### src/rtl/mem_port_arbiter.sv
// mem_port_arbiter
// Shares the single cache-to-memory request port between the icache refill
// read port, the dcache load-miss read port and the dcache store port.
// Grants are round-robin, reads carry a TID from a 2**TidWidth pool, stores
// in flight are capped, and responses are routed back to their issuer.
// Ports:
//   clk_i, rst_i            clock, asynchronous active-high reset
//   rd_req_*                two read request ports ([0] icache, [1] dcache)
//   st_req_*                store request port
//   mem_req_*               registered request slot toward memory
//   mem_rsp_*               responses from memory (no backpressure)
//   rd_rsp_valid_o/rdata_o  read response routed to the owning port
//   st_ack_o                store acknowledgement
//   outstanding_stores_o    in-flight store count
//   idle_o, error_o         idle status, sticky protocol error
module mem_port_arbiter #(
    parameter int unsigned AddrWidth            = 64,
    parameter int unsigned DataWidth            = 64,
    parameter int unsigned TidWidth             = 2,
    parameter int unsigned MaxOutstandingStores = 7
) (
    input  logic                                        clk_i,
    input  logic                                        rst_i,
    input  logic [1:0]                                  rd_req_valid_i,
    output logic [1:0]                                  rd_req_ready_o,
    input  logic [2*AddrWidth-1:0]                      rd_req_addr_i,
    input  logic                                        st_req_valid_i,
    output logic                                        st_req_ready_o,
    input  logic [AddrWidth-1:0]                        st_req_addr_i,
    input  logic [DataWidth-1:0]                        st_req_wdata_i,
    input  logic [DataWidth/8-1:0]                      st_req_be_i,
    output logic                                        mem_req_valid_o,
    input  logic                                        mem_req_ready_i,
    output logic                                        mem_req_we_o,
    output logic [AddrWidth-1:0]                        mem_req_addr_o,
    output logic [DataWidth-1:0]                        mem_req_wdata_o,
    output logic [DataWidth/8-1:0]                      mem_req_be_o,
    output logic [TidWidth-1:0]                         mem_req_tid_o,
    input  logic                                        mem_rsp_valid_i,
    input  logic                                        mem_rsp_we_i,
    input  logic [TidWidth-1:0]                         mem_rsp_tid_i,
    input  logic [DataWidth-1:0]                        mem_rsp_rdata_i,
    output logic [1:0]                                  rd_rsp_valid_o,
    output logic [DataWidth-1:0]                        rd_rsp_rdata_o,
    output logic                                        st_ack_o,
    output logic [$clog2(MaxOutstandingStores+1)-1:0]   outstanding_stores_o,
    output logic                                        idle_o,
    output logic                                        error_o
);

    localparam int unsigned NumTid   = 1 << TidWidth;
    localparam int unsigned BeWidth  = DataWidth / 8;
    localparam int unsigned CntWidth = $clog2(MaxOutstandingStores + 1);

    // Request slot
    logic                 r_req_valid;
    logic                 r_req_we;
    logic [AddrWidth-1:0] r_req_addr;
    logic [DataWidth-1:0] r_req_wdata;
    logic [BeWidth-1:0]   r_req_be;
    logic [TidWidth-1:0]  r_req_tid;

    // Arbitration / bookkeeping state
    logic [1:0]           r_rr_ptr;
    logic [NumTid-1:0]    r_tid_busy;
    logic [NumTid-1:0]    r_tid_owner;
    logic [CntWidth-1:0]  r_st_cnt;
    logic                 r_error;

    logic                 w_slot_free;
    logic                 w_tid_avail;
    logic [TidWidth-1:0]  w_free_tid;
    logic [2:0]           w_elig;
    logic [2:0]           w_sum;
    logic [1:0]           w_idx;
    logic                 w_any;
    logic [1:0]           w_win;
    logic                 w_st_acc;
    logic [AddrWidth-1:0] w_rd_addr;
    logic                 w_rd_ok;
    logic                 w_ack_ok;
    logic                 w_bad;

    assign w_slot_free = !r_req_valid || mem_req_ready_i;

    // Lowest-numbered free TID (descending scan so the lowest index wins)
    always_comb begin
        w_free_tid  = '0;
        w_tid_avail = 1'b0;
        for (int i = int'(NumTid) - 1; i >= 0; i--) begin
            if (!r_tid_busy[i]) begin
                w_free_tid  = TidWidth'(i);
                w_tid_avail = 1'b1;
            end
        end
    end

    assign w_elig[0] = rd_req_valid_i[0] && w_tid_avail;
    assign w_elig[1] = rd_req_valid_i[1] && w_tid_avail;
    assign w_elig[2] = st_req_valid_i && (r_st_cnt < CntWidth'(MaxOutstandingStores));

    // Round-robin pick over {rd0, rd1, st} starting at r_rr_ptr
    always_comb begin
        w_any = 1'b0;
        w_win = 2'd0;
        w_sum = 3'd0;
        w_idx = 2'd0;
        if (w_slot_free && !rst_i) begin
            for (int k = 0; k < 3; k++) begin
                w_sum = 3'(r_rr_ptr) + 3'(k);
                w_idx = (w_sum >= 3'd3) ? 2'(w_sum - 3'd3) : 2'(w_sum);
                if (!w_any && w_elig[w_idx]) begin
                    w_any = 1'b1;
                    w_win = w_idx;
                end
            end
        end
    end

    assign rd_req_ready_o[0] = w_any && (w_win == 2'd0);
    assign rd_req_ready_o[1] = w_any && (w_win == 2'd1);
    assign st_req_ready_o    = w_any && (w_win == 2'd2);
    assign w_st_acc          = st_req_ready_o;
    assign w_rd_addr         = w_win[0] ? rd_req_addr_i[2*AddrWidth-1:AddrWidth]
                                        : rd_req_addr_i[AddrWidth-1:0];

    // Response routing and protocol checking
    assign w_rd_ok  = !rst_i && mem_rsp_valid_i && !mem_rsp_we_i && r_tid_busy[mem_rsp_tid_i];
    assign w_ack_ok = !rst_i && mem_rsp_valid_i && mem_rsp_we_i && (r_st_cnt != '0);
    assign w_bad    = !rst_i && mem_rsp_valid_i &&
                      ((!mem_rsp_we_i && !r_tid_busy[mem_rsp_tid_i]) ||
                       (mem_rsp_we_i && (r_st_cnt == '0)));

    assign rd_rsp_valid_o = !w_rd_ok ? 2'b00 :
                            (r_tid_owner[mem_rsp_tid_i] ? 2'b10 : 2'b01);
    assign rd_rsp_rdata_o = rst_i ? '0 : mem_rsp_rdata_i;
    assign st_ack_o       = w_ack_ok;

    always_ff @(posedge clk_i or posedge rst_i) begin
        if (rst_i) begin
            r_req_valid <= 1'b0;
            r_req_we    <= 1'b0;
            r_req_addr  <= '0;
            r_req_wdata <= '0;
            r_req_be    <= '0;
            r_req_tid   <= '0;
            r_rr_ptr    <= 2'd0;
            r_tid_busy  <= '0;
            r_tid_owner <= '0;
            r_st_cnt    <= '0;
            r_error     <= 1'b0;
        end else begin
            if (w_any) begin
                r_req_valid <= 1'b1;
                r_rr_ptr    <= (w_win == 2'd2) ? 2'd0 : w_win + 2'd1;
                if (w_win == 2'd2) begin
                    r_req_we    <= 1'b1;
                    r_req_addr  <= st_req_addr_i;
                    r_req_wdata <= st_req_wdata_i;
                    r_req_be    <= st_req_be_i;
                    r_req_tid   <= '0;
                end else begin
                    r_req_we                 <= 1'b0;
                    r_req_addr               <= w_rd_addr;
                    r_req_wdata              <= '0;
                    r_req_be                 <= '1;
                    r_req_tid                <= w_free_tid;
                    r_tid_busy[w_free_tid]   <= 1'b1;
                    r_tid_owner[w_free_tid]  <= w_win[0];
                end
            end else if (w_slot_free) begin
                r_req_valid <= 1'b0;
            end

            // Freed TID is busy in registered state, so it never equals w_free_tid
            if (w_rd_ok) begin
                r_tid_busy[mem_rsp_tid_i] <= 1'b0;
            end

            case ({w_st_acc, w_ack_ok})
                2'b10:   r_st_cnt <= r_st_cnt + CntWidth'(1);
                2'b01:   r_st_cnt <= r_st_cnt - CntWidth'(1);
                default: r_st_cnt <= r_st_cnt;
            endcase

            if (w_bad) begin
                r_error <= 1'b1;
            end
        end
    end

    assign mem_req_valid_o      = r_req_valid;
    assign mem_req_we_o         = r_req_we;
    assign mem_req_addr_o       = r_req_addr;
    assign mem_req_wdata_o      = r_req_wdata;
    assign mem_req_be_o         = r_req_be;
    assign mem_req_tid_o        = r_req_tid;
    assign outstanding_stores_o = r_st_cnt;
    assign idle_o               = !r_req_valid && (r_tid_busy == '0) && (r_st_cnt == '0);
    assign error_o              = r_error;

endmodule

### config.mk
export PLATFORM = sky130hd
export DESIGN_NAME = mem_port_arbiter
export DESIGN_NICKNAME = d
export VERILOG_FILES = /design/src/rtl/mem_port_arbiter.sv
export SDC_FILE = /design/constraint.sdc
export NUM_CORES = 1
export LEC_CHECK = 0
export BUFFER_PORTS_ARGS = -buffer_cell sky130_fd_sc_hd__buf_4
export CAP_MARGIN = 10
export CORE_AREA = 2 2 213 215
export DETAILED_ROUTE_END_ITERATION = 10
export DIE_AREA = 0 0 215 217
export GPL_TIMING_DRIVEN = 0
export SYNTH_ARGS = -nofsm -noshare
export SYNTH_HDL_FRONTEND = slang
export SYNTH_SLANG_ARGS = --single-unit
### constraint.sdc
create_clock -name clk_i -period 10.4 [get_ports clk_i]
set_clock_uncertainty 0.1 [all_clocks]
set_input_delay 2.08 -clock clk_i [delete_from_list [all_inputs] [get_ports clk_i]]
set_output_delay 2.08 -clock clk_i [all_outputs]
set_load 0.03 [all_outputs]
==> results.txt <==
result of the run -> finished clean
Routed WL -> 35,900 um
Slew headroom -> 52.9%
H-tree depth -> 4
crit share post-route -> 66.4%
Synth Instances -> 627
clock root cell -> clkbuf_16
Seq/Total Area, Yosys -> 53.1%
P_leak -> 0.00668 uW
post-synth top area cell -> dfrtp_1
number of global-route vias before repair -> 7,733
CP top delay family -> buffers and inverters
Main synth FF type -> dfrtp_1
total CTS buffers -> 17
Total GRT Usage -> 15.1%
Worst path max stage delay -> 390 ps
syn_nets -> 969
Worst-Margin Slew -> 705 ps
cell count after placement -> 1,780
Post-synth EDFFs -> 0
# Post-CTS Setup Buffers -> 0
Vias/cell -> 4.21
Die X -> 215 um
RSZ-0062 raised after global routing -> false
post-CTS resize count -> 0
Area Overhead vs Synth -> 75.8%
ys async rst share -> 100%
PnR worst setup slack -> 3490 ps
total power -> 3680 uW
Non-Filler Instances -> 1,810
worst-skew pair later-pin latency -> 470 ps
# rows -> 78
slowest cell on the critical path -> buf_16
CTS Buffer Depth -> 2
Syn Area/Cell -> 11.6 um^2
top cell type's share of synthesized area -> 53.1%
cts hold-fix bufs -> 0
synthesis-stage register bit count -> 154
IO buf count -> 552
Startpoint Class -> input pin
gp weighted congestion -> 0.898
global route overflow -> 0
WL/cell -> 19.9 um
Netlist cell types -> 50
Hold Vio Cnt, Final -> 0
Crit. End Element -> primary output
CTS tree -> yes
final net count -> 1,541
maximum vdd drop -> 0.000130 V
post-place setup slack -> 3290 ps
Buf/Inv on CP -> 6
via count -> 7,620
Die H -> 217 um
critical path fanouts, max -> 93
critical path type -> in2out
setup violators final -> 0
fin. max-slew vios -> 0
top post-synthesis cells by area -> dfrtp_1, mux2i_1, a22o_1
hpwl dp -> 29,100 um
clock-pin slew on the worst setup and hold paths -> 60 ps
I/O pin cnt -> 553
diode count -> 0
worst hold path type -> reg2reg
CP Cell Sequence -> buf_4, inv_8, buf_16, nand2_1, o32ai_4, nand4_4, buf_2, buf_2, nor2_1, buf_4
full die area -> 0.0467 mm^2
Initial Util -> 16.2%
Placeable Area -> 0.0447 mm^2
CP arrival -> 4730 ps
post-route ant nets -> 0
1st-iter DRT viols -> 418
clock sinks -> 154
r2r setup slk -> 7130 ps
fraction of layout cells with a size suffix above 1 -> 51.9%
mapped cell area -> 0.00726 mm^2
maxcap violations -> 0
crit path time final -> 6910 ps
WP data required -> 8220 ps
fmax -> 145 MHz
first-pass GRT wire length -> 50,800 um
pin count of the biggest net entering global routing -> 94
DRC viols -> 0
synth warn -> 0
iteration count of the initial detailed-routing pass -> 4
Power per Cell Area -> 289 mW/mm^2
initial antenna violation count -> 4
layout by cell type (no fill, tap or decap), drive strengths merged, types with 2 or more instances in the layout:
cell,count
and3,2
nand3,5
nor2b,68
xor2,2
nor3,3
a21oi,5
o22a,8
clkbuf,44
o21ai,65
nor2,7
mux2i,66
nand4,4
a22oi,66
buf,586
nand2,11
ha,3
nand2b,2
a22o,64
mux2,4
a21o,2
and2,2
clkinvlp,2
o32ai,2
mux4,2
inv,14
dfrtp,154
synth_stat cells, types with 2 or more instances:
| library cell | instances |
|---|---|
| and3_1 | 2 |
| o22a_1 | 8 |
| mux4_2 | 2 |
| clkbuf_1 | 19 |
| a22oi_1 | 65 |
| nand3_1 | 5 |
| nand4_1 | 3 |
| inv_1 | 12 |
| ha_1 | 3 |
| buf_2 | 28 |
| a22o_1 | 64 |
| buf_4 | 4 |
| nor3_1 | 2 |
| xor2_1 | 2 |
| nor2b_1 | 68 |
| o21ai_0 | 42 |
| nor2_1 | 7 |
| and2_1 | 2 |
| a21o_1 | 2 |
| nand2b_1 | 2 |
| a21oi_1 | 5 |
| dfrtp_1 | 154 |
| nand2_1 | 10 |
| mux2i_1 | 66 |
| o21ai_1 | 23 |
| mux2_2 | 3 |
registers in the layout, indices dropped and copies added (netlist names):
name and flops:
mem_req_wdata_o 64, r_tid_busy 4, mem_req_valid_o 1, outstanding_stores_o 3, mem_req_we_o 1, r_rr_ptr 2
mem_req_tid_o 2, mem_req_be_o 8, error_o 1, mem_req_addr_o 64, r_tid_owner 4
per-layer routing:
metal  routed length, um  track usage (%)
met1               13600             16.2
met2               18800             27.3
met3                2550             4.81
met4                 960             6.23
met5                  13                0
final timing paths:
kind	cells after the start	startpoint	to
worst max-delay path	10	rst_i	rd_req_ready_o[0]
worst min-delay path	1	error_o	error_o
worst max register to register	13	r_rr_ptr[0]	outstanding_stores_o[2]
worst min register to register	1	error_o	error_o
max in group asynchronous	3	rst_i	mem_req_addr_o[15]
min in group asynchronous	2	rst_i	error_o
kinds of logic after synthesis:
kind of cell             count (synthesis)  share of synthesized area, %
AND/OR/NAND/NOR                        110                          9.21
multiplexers                            72                          10.3
flip-flops                             154                          53.1
adder cells (fa/ha/maj)                  4                         0.793
XOR/XNOR                                 3                         0.362
AO/OA/AOI/OAI                          219                          22.0
buffers and inverters                   65                          4.16
stage by stage:
stage	TNS, ps	util, %	hold slack [ps]	cell area, um^2
after floorplan	0	-	359	7260
after CTS	0	28.5	380	12800
final	0	28.5	371	12800
after global routing	0	28.5	400	12800
after detailed placement	0	27.3	359	12200
after global placement	-2270	27.2	353	12200
power breakdown:
part | internal (uW) | leakage (uW) | switching [uW]
combinational | 772 | 0.00447 | 1250
clock | 364 | 0.000278 | 262
sequential | 866 | 0.00193 | 171
area by class of cell:
| cell class | count | area [um^2] |
|---|---|---|
| fillers | 4756 | 31900 |
| repair buffers | 553 | 4170 |
| flip-flops and latches | 154 | 3850 |
| multi-input cells | 408 | 3100 |
| well taps | 600 | 751 |
| clock buffers | 25 | 515 |
| plain buffers | 52 | 253 |
| clock inverters | 5 | 58.8 |
| inverters | 13 | 56.3 |
Power figures use the tool's default switching activity.
